## config.mk

```make
export PLATFORM = sky130hd
export DESIGN_NAME = feistel_iter_core_flat
export DESIGN_NICKNAME = d
export VERILOG_FILES = /design/src/rtl/feistel_pkg.sv /design/src/rtl/feistel_iter_core_if.sv /design/src/rtl/feistel_round.sv /design/src/rtl/feistel_iter_core.sv /design/src/flat_wrapper.sv
export SDC_FILE = /design/constraint.sdc
export NUM_CORES = 1
export LEC_CHECK = 0
export ABC_AREA = 0
export CAP_MARGIN = 15
export CORE_MARGIN = 3
export CORE_UTILIZATION = 40
export CTS_CLUSTER_DIAMETER = 120
export DETAILED_ROUTE_END_ITERATION = 6
export PLACE_DENSITY_LB_ADDON = 0.15
export SYNTH_ARGS = -nofsm -noshare
export SYNTH_HDL_FRONTEND = slang
export SYNTH_HIERARCHICAL = 1
export SYNTH_SLANG_ARGS = --single-unit
```

## constraint.sdc

```tcl
create_clock -name clk -period 8.4 [get_ports clk]
set_input_delay 0.84 -clock clk [delete_from_list [all_inputs] [get_ports clk]]
set_output_delay 0.84 -clock clk [all_outputs]
set_load 0.01 [all_outputs]
```

## src/rtl/feistel_pkg.sv

```systemverilog
// rtl/feistel_pkg.sv - shared encodings for the iterative Feistel cipher core
//
// Purpose: mode encodings, FSM state type and the default rotate amount used
//          by feistel_iter_core and feistel_round.
// Ports:   none (package).
// Optional feature macro used elsewhere in the bundle: FEISTEL_CHAIN_EN.

package feistel_pkg;

   localparam logic MODE_ENC = 1'b0;
   localparam logic MODE_DEC = 1'b1;

   typedef enum logic [1:0] {
      ST_IDLE = 2'd0,
      ST_RUN  = 2'd1,
      ST_DONE = 2'd2
   } state_t;

   localparam int DEFAULT_ROT = 3;

endpackage

```

## src/rtl/feistel_iter_core_if.sv

```systemverilog
// rtl/feistel_iter_core_if.sv - handshake bundle between source, cipher core and sink
//
// Purpose: groups the input/output handshakes, key, mode and status of the core.
// Ports (signals):
//   in_valid/in_ready/in_data/in_key/in_mode : block request from the source
//   out_valid/out_ready/out_data             : result towards the sink
//   busy                                     : core is processing or holding a result
//   chain_clr                                : only with FEISTEL_CHAIN_EN, clears chaining value
// Modports: master (source/sink side), slave (core side).

interface feistel_iter_core_if #(
   parameter int BLOCK_W = 16,
   parameter int KEY_W   = 128
);

   logic               in_valid;
   logic               in_ready;
   logic [BLOCK_W-1:0] in_data;
   logic [KEY_W-1:0]   in_key;
   logic               in_mode;
   logic               out_valid;
   logic               out_ready;
   logic [BLOCK_W-1:0] out_data;
   logic               busy;

`ifdef FEISTEL_CHAIN_EN
   logic               chain_clr;

   modport master (
      output in_valid, in_data, in_key, in_mode, out_ready, chain_clr,
      input  in_ready, out_valid, out_data, busy
   );

   modport slave (
      input  in_valid, in_data, in_key, in_mode, out_ready, chain_clr,
      output in_ready, out_valid, out_data, busy
   );
`else
   modport master (
      output in_valid, in_data, in_key, in_mode, out_ready,
      input  in_ready, out_valid, out_data, busy
   );

   modport slave (
      input  in_valid, in_data, in_key, in_mode, out_ready,
      output in_ready, out_valid, out_data, busy
   );
`endif

endinterface

```

## src/rtl/feistel_round.sv

```systemverilog
// rtl/feistel_round.sv - one combinational Feistel round
//
// Purpose: L' = R, R' = L ^ (rotl_ROT(R ^ K) + K) mod 2^H.
// Ports:
//   l, r     in  H  current half blocks
//   k        in  H  round key
//   l_next   out H  next left half
//   r_next   out H  next right half

module feistel_round #(
   parameter int H   = 8,
   parameter int ROT = 3
) (
   input  logic [H-1:0] l,
   input  logic [H-1:0] r,
   input  logic [H-1:0] k,
   output logic [H-1:0] l_next,
   output logic [H-1:0] r_next
);

   logic [H-1:0] mix;
   logic [H-1:0] rot;
   logic [H-1:0] f;

   assign mix = r ^ k;

   // A zero rotate would otherwise need a full-width right shift.
   generate
      if (ROT == 0) begin : g_no_rot
         assign rot = mix;
      end else begin : g_rot
         assign rot = (mix << ROT) | (mix >> (H - ROT));
      end
   endgenerate

   assign f      = rot + k;
   assign l_next = r;
   assign r_next = l ^ f;

endmodule

```

## src/rtl/feistel_iter_core.sv

```systemverilog
// rtl/feistel_iter_core.sv - iterative Feistel cipher, one round per clock
//
// Purpose: accepts a block plus key and mode, runs ROUNDS rounds through a
//          single reused feistel_round, then presents the swapped result until
//          the sink takes it. No overlap between blocks.
// Ports:
//   clk  in  clock, rising edge
//   rst  in  synchronous active-high reset
//   bus  feistel_iter_core_if.slave : in_valid/in_ready/in_data/in_key/in_mode,
//        out_valid/out_ready/out_data, busy (and chain_clr with FEISTEL_CHAIN_EN)
// Optional feature macro: FEISTEL_CHAIN_EN (CBC chaining register).

module feistel_iter_core
   import feistel_pkg::*;
#(
   parameter int BLOCK_W = 16,
   parameter int ROUNDS  = 16,
   parameter int ROT     = DEFAULT_ROT
) (
   input logic               clk,
   input logic               rst,
   feistel_iter_core_if.slave bus
);

   localparam int H     = BLOCK_W / 2;
   localparam int KEY_W = ROUNDS * H;
   localparam int CNT_W = (ROUNDS > 1) ? $clog2(ROUNDS) : 1;
   localparam logic [CNT_W-1:0] LAST = CNT_W'(ROUNDS - 1);

   state_t             state;
   state_t             state_next;
   logic [H-1:0]       l_q;
   logic [H-1:0]       r_q;
   logic [H-1:0]       l_nx;
   logic [H-1:0]       r_nx;
   logic [H-1:0]       rk;
   logic [KEY_W-1:0]   key_q;
   logic               mode_q;
   logic [CNT_W-1:0]   cnt_q;
   logic [BLOCK_W-1:0] out_data_q;
   logic [BLOCK_W-1:0] blk_in;
   logic [BLOCK_W-1:0] result;
   logic               accept;
   logic               last_round;

   assign accept     = (state == ST_IDLE) && bus.in_valid;
   assign last_round = (state == ST_RUN) && (cnt_q == LAST);

   // The captured key is shifted one round key per cycle: encrypt consumes
   // from the low end, decrypt from the high end, so the active key always
   // sits at a fixed position.
   assign rk = (mode_q == MODE_DEC) ? key_q[KEY_W-1 -: H] : key_q[H-1:0];

   feistel_round #(
      .H   (H),
      .ROT (ROT)
   ) u_round (
      .l      (l_q),
      .r      (r_q),
      .k      (rk),
      .l_next (l_nx),
      .r_next (r_nx)
   );

`ifdef FEISTEL_CHAIN_EN
   logic [BLOCK_W-1:0] cv_q;
   logic [BLOCK_W-1:0] din_q;
   logic [BLOCK_W-1:0] cv_eff;

   // A clear in the same cycle as an accept applies to that block.
   assign cv_eff = bus.chain_clr ? '0 : cv_q;
   assign blk_in = (bus.in_mode == MODE_ENC) ? (bus.in_data ^ cv_eff) : bus.in_data;
   assign result = (mode_q == MODE_DEC) ? ({r_nx, l_nx} ^ cv_q) : {r_nx, l_nx};

   always_ff @(posedge clk) begin
      if (rst) begin
         cv_q  <= '0;
         din_q <= '0;
      end else begin
         if ((state == ST_IDLE) && bus.chain_clr) begin
            cv_q <= '0;
         end
         if (accept) begin
            din_q <= bus.in_data;
         end
         if (last_round) begin
            cv_q <= (mode_q == MODE_DEC) ? din_q : result;
         end
      end
   end
`else
   assign blk_in = bus.in_data;
   assign result = {r_nx, l_nx};
`endif

   always_ff @(posedge clk) begin
      if (rst) begin
         state <= ST_IDLE;
      end else begin
         state <= state_next;
      end
   end

   // Handshake outputs come from the registered state only, so out_valid has
   // no combinational path from out_ready.
   always_comb begin
      state_next    = state;
      bus.in_ready  = 1'b0;
      bus.out_valid = 1'b0;
      bus.busy      = 1'b0;
      unique case (state)
         ST_IDLE: begin
            bus.in_ready = 1'b1;
            if (bus.in_valid) begin
               state_next = ST_RUN;
            end
         end
         ST_RUN: begin
            bus.busy = 1'b1;
            if (cnt_q == LAST) begin
               state_next = ST_DONE;
            end
         end
         ST_DONE: begin
            bus.busy      = 1'b1;
            bus.out_valid = 1'b1;
            if (bus.out_ready) begin
               state_next = ST_IDLE;
            end
         end
         default: begin
            state_next = ST_IDLE;
         end
      endcase
   end

   always_ff @(posedge clk) begin
      if (rst) begin
         l_q        <= '0;
         r_q        <= '0;
         key_q      <= '0;
         mode_q     <= MODE_ENC;
         cnt_q      <= '0;
         out_data_q <= '0;
      end else if (accept) begin
         l_q    <= blk_in[BLOCK_W-1:H];
         r_q    <= blk_in[H-1:0];
         key_q  <= bus.in_key;
         mode_q <= bus.in_mode;
         cnt_q  <= '0;
      end else if (state == ST_RUN) begin
         l_q   <= l_nx;
         r_q   <= r_nx;
         key_q <= (mode_q == MODE_DEC) ? (key_q << H) : (key_q >> H);
         if (last_round) begin
            cnt_q      <= '0;
            out_data_q <= result;
         end else begin
            cnt_q <= cnt_q + CNT_W'(1);
         end
      end
   end

   assign bus.out_data = out_data_q;

endmodule

```

## src/flat_wrapper.sv

```systemverilog
// flat-port wrapper written by rule: the top's interface ports become plain ports
module feistel_iter_core_flat import feistel_pkg::*;
#(
   parameter int BLOCK_W = 16,
   parameter int ROUNDS  = 16,
   parameter int ROT     = DEFAULT_ROT
)
  (clk, rst, bus_in_valid, bus_in_data, bus_in_key, bus_in_mode, bus_out_ready, bus_in_ready, bus_out_valid, bus_out_data, bus_busy);
  feistel_iter_core_if #(.BLOCK_W(BLOCK_W), .KEY_W(128)) bus_i ();
  input logic clk;
  input logic rst;
  input wire logic [$bits(bus_i.in_valid)-1:0] bus_in_valid;
  input wire logic [$bits(bus_i.in_data)-1:0] bus_in_data;
  input wire logic [$bits(bus_i.in_key)-1:0] bus_in_key;
  input wire logic [$bits(bus_i.in_mode)-1:0] bus_in_mode;
  input wire logic [$bits(bus_i.out_ready)-1:0] bus_out_ready;
  output wire logic [$bits(bus_i.in_ready)-1:0] bus_in_ready;
  output wire logic [$bits(bus_i.out_valid)-1:0] bus_out_valid;
  output wire logic [$bits(bus_i.out_data)-1:0] bus_out_data;
  output wire logic [$bits(bus_i.busy)-1:0] bus_busy;
  assign bus_i.in_valid = bus_in_valid;
  assign bus_i.in_data = bus_in_data;
  assign bus_i.in_key = bus_in_key;
  assign bus_i.in_mode = bus_in_mode;
  assign bus_i.out_ready = bus_out_ready;
  assign bus_in_ready = bus_i.in_ready;
  assign bus_out_valid = bus_i.out_valid;
  assign bus_out_data = bus_i.out_data;
  assign bus_busy = bus_i.busy;
  feistel_iter_core #(.BLOCK_W(BLOCK_W), .ROUNDS(ROUNDS), .ROT(ROT)) u_core (.clk(clk), .rst(rst), .bus(bus_i));
endmodule
```

==> results of run 1 <==
[worst reg2reg max path: cells and delay by family, from the launching register on]
family	cells	cell delay (ns)
simple gates	1	0.17
fa+ha+maj	1	0.81
buf+inv	3	1.73
compound gates	2	0.43
flops	1	0.31
[worst paths after layout]
check	start	to	slack, ns	cells past startpoint
hold reg to reg	u_core/bus.out_data[10]$_SDFFE_PP0P_	u_core/bus.out_data[10]$_SDFFE_PP0P_	0.48	2
setup / recovery	u_core/state[1]$_SDFFE_PP0P_	u_core/key_q[36]$_SDFFE_PP0P_	4.86	7
setup reg to reg	u_core/state[1]$_SDFFE_PP0P_	u_core/key_q[36]$_SDFFE_PP0P_	4.86	7
hold / removal	u_core/bus.out_data[10]$_SDFFE_PP0P_	u_core/bus.out_data[10]$_SDFFE_PP0P_	0.48	2
[flip-flops by register name (all words and copies together), names as in the netlist]
signal and cells:
u_core/key_q 128, u_core/bus.out_data 16, u_core/l_q 8, u_core/r_q 8
u_core/cnt_q 4, u_core/state 2, u_core/mode_q 1
[layer usage]
metal  up-vias  GRT usage (%)
met1      3705          29.58
met4         2          6.003
li1       4017              -
met3        18          3.374
met5         -              0
met2       208          30.52
[report_power, final]
part           internal [W]  switching [W]
sequential         0.000955       0.000182
combinational      0.000550       0.000622
clock              0.000436       0.000315
total               0.00194        0.00112
[cell type report]
type                       count  area [um2]  share of cell area (%)
clock buffer                  23       488.0                   4.378
clock inverter                 8       71.32                  0.6398
inverter                       4       15.01                  0.1347
multi-input combinational    802        5154                   46.23
sequential                   167        3347                   30.03
tap                          280       350.3                   3.143
timing repair buffer         174        1722                   15.45
[stage by stage]
step / setup WS (ns) / std cells
after floorplan: 5.497 / 1083
after CTS: 4.892 / 1458
after global routing: 4.505 / 1458
after detailed placement: 4.812 / 1427
after global placement: 4.858 / 1427
final: 4.856 / 1458
[cell usage in the layout, fill, tap and decap left out, types with 2 or more instances in the layout]
cell,Yosys,final
and2_1,3,2
o31ai_1,2,2
nand2_1,129,128
nand3_1,34,34
a21o_1,2,2
mux2i_1,130,130
clkbuf_1,52,2
a211o_1,112,112
clkdlybuf4s50_1,0,166
xnor2_1,11,11
nor2b_1,3,3
clkbuf_8,0,4
inv_1,3,3
a221oi_1,8,8
a21oi_1,134,134
xor2_1,13,13
mux2_2,8,8
clkinv_2,0,4
clkbuf_16,0,17
a211oi_1,18,18
o21ai_0,17,17
dfxtp_1,167,166
clkinvlp_4,0,2
ha_1,13,12
buf_4,15,8
nor3_1,10,10
a31oi_1,8,8
nor2_1,137,137
[logic make-up after synthesis]
family	synth area share [%]
XOR/XNOR	2.308
buffers and inverters	6.884
multiplexers	15.28
AND/OR/NAND/NOR	14.11
flip-flops	36.71
AO/OA/AOI/OAI	22.70
adder cells (fa/ha/maj)	2.006
==> impl_metrics.csv, run 1 <==
group,metric,value,unit
timing,slew_headroom,24.68,%
global_route,grt_usage,20.22,%
layout,drive_gt1_share,4.244,%
route,wl_per_cell,17.71,um
yosys,yosysWarnings,6,
timing,setup-tns-final,0,ns
setup_path,cpMostUsedCell,"buf_4",
route,dr.max_layer_used,"met5",
yosys,synthTopCellsByArea,"dfxtp_1 37%, mux2i_1 14%, a211o_1 11%, a21oi_1 7.4%, nor2_1 5.6%",
route,dr_wl_met3,1327,um
yosys,yosysMostFrequentCell,"dfxtp_1",
setup_path,crit_family,"buffers and inverters",
clock_network,htreeDepth,4,
floorplan,rows,54,
setup_path,crit_path_end_kind,"register",
setup_path,cp.arrival,3.88,ns
global_route,grt_pass1_wl,39550,um
setup_path,worstSetupPathType,"reg2reg",
yosys,synth_seq_cells,167,
layout,fin_nets,1329,
floorplan,start_util,41.22,%
route,antenna_left,0,
setup_path,crit_path_max_fanout,97,
route,drtPass1Iterations,5,
outcome,status,"complete, no violations",
setup_path,required,8.74,ns
job,maxCapViolations,0,
clock_network,cts_resized,0,
timing,hold_viol,0,
timing,setup_viol,0,
timing,whs,0.4780,ns
placement,hpwl,17480,um
yosys,synth_seq_area_share,36.71,%
power_and_ir_drop,p_total,0.003060,W
layout,final_area,11150,um2
yosys,synth.net_count,1246,
yosys,synth_async_sr_flop_share,0,%
floorplan,fp.dieW,156.9,um
route,vias_per_cell,5.453,
timing,timing.final.crit_period,3.544,ns
global_route,antenna_found_initial,1,
global_route,grt_max_degree,112,
clock_network,clock_path_buffers,2,
yosys,synthTopCellsByCount,"167 x dfxtp_1, 137 x nor2_1, 134 x a21oi_1",
route,routed-wl-met2,11620,um
placement,port_buffers,167,
clock_network,cts_buffers,17,
global_route,grt_pass1_vias,7325,
placement,gp_congestion,0.8400,
layout,n_antenna_cell,0,
floorplan,ios,168,
yosys,synth_top_cell_by_area,"dfxtp_1",
timing,timing.final.crit_share,42.20,%
clock_network,root_buffer,"clkbuf_16",
yosys,syn_area_per_cell,8.408,um2
route,drc_errors,0,
clock_network,insertion_delay,0.42,ns
timing,worst_slew_pin_slew,1.130,ns
yosys,synth_top_area_share,36.71,%
hold_path,hp-class,"reg2reg",
setup_path,start_kind,"register",
layout,fillCellCount,2135,
clock_network,cts_tree,"built",
route,wl_met1,12540,um
timing,drv_slew,0,
setup_path,critical_path_buf_inv_count,3,
setup_path,path_cells,"inv_1, ha_4, buf_4, buf_4, nor2_1, a211o_1, a21oi_1",
yosys,ys.flop_type,"dfxtp_1",
floorplan,core_area,22090,um2
placement,place_area,10590,um2
setup_path,slowest_stage,"ha_4",
power_and_ir_drop,power.density,274.5,nW/um2
route,vias,7950,
power_and_ir_drop,cellLeakagePower,3.992,nW
yosys,synth-edff-count,0,
route,first_iter_violations,526,
clock_network,clk_pin_slew_worst_paths,0.06,ns
floorplan,fp.dieArea,24610,um2
clock_network,cts_setup_buffers,0,
floorplan,dieHeight,156.9,um
power_and_ir_drop,ir_drop,0.0001585,V
setup_path,crit_path_max_incr_delay,0.81,ns
route,routed_wl,25820,um
layout,final_core_util,50.45,%
clock_network,cts_hold_buf,0,
timing,rsz0062_at_grt,"false",
timing,fin_skew,0.009396,ns
global_route,overflow,0,
timing,fmax,282.1,MHz
yosys,ys_types,38,
layout,syn2layout_area_growth,22.41,%
yosys,syn_area,9106,um2
clock_network,clock-sinks,167,
yosys,syn_inst,1083,
No activity file was read; power rests on OpenSTA's default activity.
==> run 2: changes to the inputs <==
==> constraint.sdc (replaced) <==
create_clock -name clk -period 3.4 [get_ports clk]
set_input_delay 0.34 -clock clk [delete_from_list [all_inputs] [get_ports clk]]
set_output_delay 0.34 -clock clk [all_outputs]
set_load 0.01 [all_outputs]
==> run 2 against run 1 <==
  * Clock-buffer cell count is 6 lower
  * Hold slack worse by 0.11 ns
  * Combinational power grew to 2.6 times the previous value
  * Non-clock buffer count is 8 higher
  * Largest cell class unchanged
==> impl_metrics.csv, run 2 (synthesis gave the netlist of run 1 again) <==
group,metric,value,unit
setup_path,crit_family,"compound AO/OA/AOI/OAI gates",
global_route,grt_pass1_vias,7394,
setup_path,crit_path_max_incr_delay,0.48,ns
setup_path,worstSetupPathType,"reg2reg",
global_route,grt_pass1_wl,40540,um
setup_path,crit_path_max_fanout,16,
route,wl_per_cell,17.85,um
timing,timing.final.crit_period,2.942,ns
layout,multi_input_area,5154,um2
clock_network,cts_hold_buf,0,
setup_path,path_cells,"mux2_2, xor2_1, ha_1, fa_1, a21o_1, a221o_1, a21oi_2, xnor2_1, mux2i_1, a211oi_1",
timing,fmax,339.9,MHz
floorplan,core_area,22090,um2
clock_network,clock_path_buffers,2,
route,drc_errors,0,
placement,hpwl,18160,um
clock_network,clk_pin_slew_worst_paths,0.07,ns
floorplan,ios,168,
placement,port_buffers,167,
floorplan,rows,54,
setup_path,slowest_stage,"dfxtp_4",
floorplan,dieHeight,156.9,um
timing,slew_headroom,38.23,%
layout,syn2layout_area_growth,23.99,%
global_route,grt_usage,20.77,%
setup_path,critical_path_buf_inv_count,0,
layout,seqCellArea,3347,um2
outcome,status,"complete, no violations",
job,maxCapViolations,0,
layout,regMostFlops,"u_core/key_q",
timing,setup_viol,0,
timing,rsz0062_at_grt,"false",
global_route,overflow,0,
placement,place_area,10740,um2
timing,timing.final.crit_share,86.54,%
timing,hold_viol,0,
global_route,grt_max_degree,150,
clock_network,htreeDepth,4,
layout,final_area,11290,um2
setup_path,crit_path_end_kind,"register",
clock_network,cts_buffers,17,
layout,fin_nets,1337,
floorplan,fp.dieArea,24610,um2
layout,mostFrequentLayoutCells,"166 x clkdlybuf4s50_1, 166 x dfxtp_1, 137 x nor2_1, 134 x a21oi_1, 130 x mux2i_1",
power_and_ir_drop,cellLeakagePower,4.043,nW
power_and_ir_drop,ir_drop,0.0004892,V
timing,setup-tns-final,0,ns
clock_network,cts_setup_buffers,0,
clock_network,insertion_delay,0.43,ns
floorplan,start_util,41.22,%
power_and_ir_drop,power.density,677.8,nW/um2
layout,n_antenna_cell,0,
layout,largest_register_ffs,128,
setup_path,required,3.74,ns
setup_path,cp.arrival,3.28,ns
layout,fillCellCount,2110,
clock_network,root_buffer,"clkbuf_16",
route,vias,7948,
setup_path,start_kind,"register",
timing,drv_slew,0,
route,vias_per_cell,5.418,
timing,worst_slew_pin_slew,0.9265,ns
global_route,antenna_found_initial,0,
route,routed_wl,26190,um
hold_path,hp-class,"in2reg",
route,antenna_left,0,
layout,drive_gt1_share,5.139,%
route,first_iter_violations,601,
clock_network,cts_tree,"built",
timing,whs,0.3714,ns
route,drtPass1Iterations,5,
clock_network,clock-sinks,167,
placement,gp_congestion,0.8731,
clock_network,cts_resized,0,
floorplan,fp.dieW,156.9,um
timing,fin_skew,0.009939,ns
[run 2: power breakdown]
part           switching [W]  internal [W]
clock network       0.000839       0.00101
logic                0.00159       0.00142
registers           0.000431       0.00236
total                0.00286       0.00479
[run 2: worst register-to-register path, stage by stage, from the launching register on]
cell	delay (ns)
dfxtp_4	0.48
mux2_2	0.41
xor2_1	0.16
ha_1	0.22
fa_1	0.45
a21o_1	0.20
a221o_1	0.31
a21oi_2	0.15
xnor2_1	0.15
mux2i_1	0.11
a211oi_1	0.22
[run 2: final timing paths]
check / cells after the start / to / from / slack [ns]
min reg2reg: 2 / u_core/bus.out_data[1]$_SDFFE_PP0P_ / u_core/bus.out_data[1]$_SDFFE_PP0P_ / 0.48
max: 10 / u_core/r_q[6]$_SDFFE_PP0P_ / u_core/mode_q$_SDFFE_PP0P_ / 0.46
min: 2 / u_core/bus.out_data[2]$_SDFFE_PP0P_ / rst / 0.37
max reg2reg: 10 / u_core/r_q[6]$_SDFFE_PP0P_ / u_core/mode_q$_SDFFE_PP0P_ / 0.46
[run 2: stage by stage]
stage | setup slack, ns | total power [W] | instances | util, %
after floorplan | 0.4966 | 0.005079 | 1083 | -
after global placement | 0.5680 | 0.005775 | 1435 | 48.59
after detailed placement | 0.5025 | 0.005819 | 1435 | 48.59
after CTS | 0.4732 | 0.007680 | 1467 | 51.10
after global routing | 0.3148 | 0.008164 | 1467 | 51.10
final | 0.4578 | 0.007652 | 1467 | 51.10
[run 2: cell type report]
type                    instances  area share [%]
multi-input cells             802           45.65
inverters                       4          0.1330
repair buffers                182           16.56
flip-flops and latches        167           29.64
clock buffers                  17           3.768
well taps                     280           3.103
clock inverters                15           1.152
[run 2: per-layer routing]
metal  global-route usage [%]  wire [um]  part of all wire (%)  up-vias
met5                        0          0                     0        -
met4                    5.336        342                   1.3        0
met3                    3.291       1209                   4.6       21
met2                    31.28      11800                    45      216
met1                    30.89      12840                    49     3684
li1                         -          -                     -     4027
